[config.mk]
export PLATFORM = sky130hd
export DESIGN_NAME = vx_skid_buffer
export DESIGN_NICKNAME = d
export VERILOG_FILES = /design/src/rtl/vx_skid_buffer.sv
export SDC_FILE = /design/constraint.sdc
export NUM_CORES = 1
export LEC_CHECK = 0
export CAP_MARGIN = 20
export CORE_AREA = 5 5 42 44
export CTS_BUF_LIST = sky130_fd_sc_hd__clkbuf_4 sky130_fd_sc_hd__clkbuf_8 sky130_fd_sc_hd__clkbuf_16
export DETAILED_ROUTE_END_ITERATION = 10
export DIE_AREA = 0 0 47 49
export PLACE_DENSITY_LB_ADDON = 0.05
export SLEW_MARGIN = 20
export SYNTH_ARGS = -nofsm -noshare
export SYNTH_HDL_FRONTEND = slang
export SYNTH_SLANG_ARGS = --single-unit
[constraint.sdc]
create_clock -name clk -period 3 [get_ports clk]
set_clock_uncertainty 0.2 [all_clocks]
set_input_delay 0.6 -clock clk [delete_from_list [all_inputs] [get_ports clk]]
set_output_delay 0.6 -clock clk [all_outputs]
set_load 0.03 [all_outputs]
[src/rtl/vx_skid_buffer.sv]
// vx_skid_buffer: two-entry elastic buffer; ready_in and data_out are both registered.
// Latency: 1 cycle from push to valid_out; sustains one beat per cycle.
// Backpressure: one extra beat lands in the skid register, then ready_in drops. Optional stall counter under VX_SKID_BUFFER_PERF_EN.

module vx_skid_buffer #(
  parameter int DATAW = 1
) (
  input  logic             clk,
  input  logic             reset,
  input  logic             flush,
  input  logic             valid_in,
  output logic             ready_in,
  input  logic [DATAW-1:0] data_in,
  output logic             valid_out,
  input  logic             ready_out,
  output logic [DATAW-1:0] data_out
`ifdef VX_SKID_BUFFER_PERF_EN
  ,
  output logic [31:0]      perf_stalls
`endif
);

  typedef enum logic [1:0] {
    ST_EMPTY = 2'd0,
    ST_ONE   = 2'd1,
    ST_FULL  = 2'd2
  } state_t;

  state_t           state;
  state_t           state_n;
  logic [DATAW-1:0] skid_dat;
  logic             push;
  logic             pop;

  assign push = valid_in && ready_in;
  assign pop  = valid_out && ready_out;

  always_comb begin
    state_n = state;
    if (flush) begin
      state_n = ST_EMPTY;
    end else begin
      case (state)
        ST_EMPTY: if (push) state_n = ST_ONE;
        ST_ONE: begin
          if (push && !pop)      state_n = ST_FULL;
          else if (!push && pop) state_n = ST_EMPTY;
        end
        ST_FULL:  if (pop) state_n = ST_ONE;
        default:  state_n = ST_EMPTY;
      endcase
    end
  end

  // Handshake outputs are flops loaded from the next state, so ready_out never reaches ready_in combinationally.
  always_ff @(posedge clk) begin
    if (reset) begin
      state     <= ST_EMPTY;
      valid_out <= 1'b0;
      ready_in  <= 1'b0;
      data_out  <= '0;
      skid_dat  <= '0;
    end else begin
      state     <= state_n;
      valid_out <= (state_n != ST_EMPTY);
      ready_in  <= (state_n != ST_FULL);
      if (!flush) begin
        case (state)
          ST_EMPTY: if (push) data_out <= data_in;
          ST_ONE: begin
            if (push && pop)       data_out <= data_in;
            else if (push && !pop) skid_dat <= data_in;
          end
          ST_FULL:  if (pop) data_out <= skid_dat;
          default: ;
        endcase
      end
    end
  end

`ifdef VX_SKID_BUFFER_PERF_EN
  // Saturating; flush deliberately leaves it alone.
  always_ff @(posedge clk) begin
    if (reset) begin
      perf_stalls <= '0;
    end else if (valid_out && !ready_out && (perf_stalls != 32'hFFFF_FFFF)) begin
      perf_stalls <= perf_stalls + 32'd1;
    end
  end
`endif

endmodule

# == After elaboration in Yosys (flattened, before gate mapping) ==
# Cells that the tools add are included.
# totals
ff_bits,6
inputBits,6
word_cells,35
# op_classes
eq_ne,6
mux,10
bitwise,2
n_reduce_logical,12
# op_table
operator,n
2-to-1 mux 2 bit,5
"!= test 2 bit, second input constant",4
case mux 2 bit (3 select lines),1
logical AND 1 bit,5
AND reduction 5 bit,1
AND reduction 4 bit,1
2-to-1 mux 1 bit,3
case mux 1 bit (3 select lines),1
nonzero test 3 bit,1
"equality test 2 x 1 -> 1 bit, second input constant",1
"equality test 2 bit, second input constant",1
zero test 1 bit,2
zero test 2 bit,1
NOT 1 bit,2
nonzero test 2 bit,1

# == Longest topological paths before layout ==
# logic_depth
depth_word,8
depth_mapped,4
depth_no_buf,4

# == Least setup slack after synthesis ==
# Ideal clock, no wire load.
# synth_path
path_type,register to register
from,register valid_out
to,register data_out
setup_ns,0.131
t_arrival_ns,1.315
path_slack_ns,1.354
path_stages_with_launch,5
path_buffers,0
synth_period_minus_slack_ns,1.646
path_cell_list,dfxtp_1 -> nand2_1 -> or4b_1 -> o21ai_0 -> a211oi_1
# synth_between
elab_chain_cells,4
elab_cells_between_ends,5
# synth_lines
element,line,source
from (decl),14,"output logic valid_out,"
from (signal assigned),65,valid_out <= (state_n != ST_EMPTY);
logical AND 1 bit (*),36,assign pop = valid_out && ready_out;
logical AND 1 bit,71,if (push && pop) data_out <= data_in;
!= test 2 bit (no source line),--,
AND reduction 5 bit (no source line) (*),--,
to (signal assigned),69,ST_EMPTY: if (push) data_out <= data_in;
to (signal assigned),71,
to (signal assigned),74,ST_FULL: if (pop) data_out <= skid_dat;
to (decl),16,output logic [DATAW-1:0] data_out
# Mark *: on every way between the ends. The rest lies on a longest branch, timed or not.
# A chain may end at the register's enable or synchronous reset.

# == Final worst setup path ==
# layout_path
from,register valid_out
to,output valid_out
# No word-level cell between the ends.

==> flow_metrics.py <==
metrics = {
    "run_status": {
        "status": "complete, no violations",
    },
    "clock_tree": {
        "cts_buffers": 3,
        "cts-root-buf": "clkbuf_4",
        "clkTransAtPathRegs_ps": 50,
        "post-cts-setup-buffers": 0,
        "h-tree-depth": 1,
        "cts_hold_buf": 0,
        "cts_tree": "done",
        "cts_buffer_depth": 2,
        "clock_sinks": 6,
        "postCtsResizedCells": 0,
        "clkLatencyLatePin_ps": 240,
    },
    "critical_path": {
        "start_kind": "register",
        "path_buf_inv": 1,
        "crit_slowest_cell": "clkdlybuf4s50_1",
        "slowest_delay_ps": 700,
        "worstPathRequired_ps": 2200,
        "crit_path_end_kind": "primary output",
        "crit_path_max_fanout": 5,
        "worstPathCellList": "clkdlybuf4s50_1",
        "path_class": "register to primary output",
        "cp.arrival_ps": 1320,
        "crit_family": "buffers and inverters",
    },
    "detailed_routing": {
        "routed_wl_um": 709,
        "dr.pass1.iters": 4,
        "drc": 0,
        "avgRoutedWirePerCell_um": 11.6,
        "ant_nets": 0,
        "num_vias": 295,
        "dr.first_iter.drc_count": 5,
        "routed_via_density": 4.84,
    },
    "sta": {
        "period_needed_ps": 2120,
        "fin_setup_tns_ps": 0,
        "clock.fmax_ghz": 0.471,
        "setup_viol": 0,
        "final-hold-violation-count": 0,
        "rsz0062_at_grt": "no",
        "slew_headroom_pct": 79.2,
        "min_period_over_period_pct": 70.7,
        "worst_slew_pin_slew_ps": 311,
        "drv_slew": 0,
    },
    "floorplan": {
        "io_pins": 9,
        "die_w_um": 47,
        "coreArea_um2": 1400,
        "initial_utilization_pct": 21.4,
        "placementRows": 14,
        "die_h_um": 49,
        "die-area_um2": 2300,
    },
    "synthesis": {
        "ys.flop_type": "dfxtp_1",
        "synth-edff-count": 0,
        "ys_top_cells_by_area": "dfxtp_1 40%, a21oi_1 6.7%, nor3_1 5.0%",
        "syn_avg_cell_area_um2": 8.83,
        "synth-async-reset-ratio_pct": 0,
        "ys_types": 19,
        "yosysTopAreaCellShare_pct": 40.0,
        "synth_fp_nets": 40,
        "ys_seq_area_share_pct": 40.0,
        "yosysWarnings": 0,
        "syn_inst": 34,
        "synth.largest_area_cell": "dfxtp_1",
        "syn_area_um2": 300,
        "synth_seq_cells": 6,
    },
    "global_route": {
        "overflow": 0,
        "grt_max_degree": 10,
        "grt_pass1_wl_um": 1260,
        "grt_pass1_vias": 314,
        "track_usage_pct": 7.46,
        "antenna_found_initial": 0,
    },
    "place": {
        "hpwl_um": 544,
        "gp_congestion": 0.750,
        "portBuffers": 8,
        "post_dp_cell_area_um2": 400,
    },
    "final_layout": {
        "final_cell_mix": "8 x clkdlybuf4s50_1, 6 x dfxtp_1, 4 x a21oi_1",
        "antenna_cells": 0,
        "layout_commonest_cell": "clkdlybuf4s50_1",
        "finalNetCount": 53,
        "fin_area_um2": 423,
        "area_growth_pct": 40.8,
        "drive_gt1_share_pct": 13.3,
    },
    "job": {
        "cap_violations": 0,
    },
    "power": {
        "power_density_nw_per_um2": 448,
        "vdd_drop_max_mv": 0.136,
        "power_leakage_nw": 0.132,
    },
    "hold_path": {
        "min_path_type": "register to register",
    },
}
[sequential cells by signal, summed over array words and instances, names as in the netlist]
signal / cells
state: 2
data_out: 1
ready_in: 1
skid_dat: 1
valid_out: 1
[cells by family after synthesis]
family / share of synthesized area (%)
simple gates: 26.3
compound gates: 27.5
flops: 40.0
xor+xnor: 2.92
mux: 3.33
[layer usage]
layer	up-vias	wire length, um	global-route usage [%]
met2	6	321	9.73
met3	0	50	2.95
met1	139	337	9.43
li1	150	-	-
met5	-	0	0
met4	0	0	5.53
[per-stage QoR]
step           worst slack [ps]  util [%]  total power [mW]  instances  hold slack [ps]
2_1_floorplan              1350         -             0.102         34              252
3_3_place_gp                751      28.6             0.118         58              276
3_5_place_dp                741      28.6             0.118         58              287
4_1_cts                     866      30.2             0.196         61              301
5_1_grt                     838      30.2             0.200         61              357
6_report                    879      30.2             0.189         61              306
[Yosys cell counts, drive strengths merged, types with 2 or more instances]
master and instances:
nor3 3, dfxtp 6, nand2 3, o21ai 3, nand2b 2, nor2 2
a21oi 4
[report_power, final]
| group | switching [mW] | internal, mW |
|---|---|---|
| logic | 0.0147 | 0.0159 |
| clock network | 0.0280 | 0.0452 |
| registers | 0.00275 | 0.0829 |
[area by class of cell]
class | instances | area, um^2
repair buffers | 8 | 80.1
flip-flops and latches | 6 | 120
well taps | 16 | 20.0
fillers | 154 | 978
clock buffers | 3 | 22.5
multi-input cells | 28 | 180
[worst paths after layout]
path / start / end / slack (ps) / cells past startpoint
worst max-delay path: valid_out / valid_out / 880 / 1
worst min-delay path: skid_dat / skid_dat / 310 / 2
worst max register to register: valid_out / data_out / 1500 / 4
worst min register to register: skid_dat / skid_dat / 310 / 2
(Power assumes the default switching activity.)
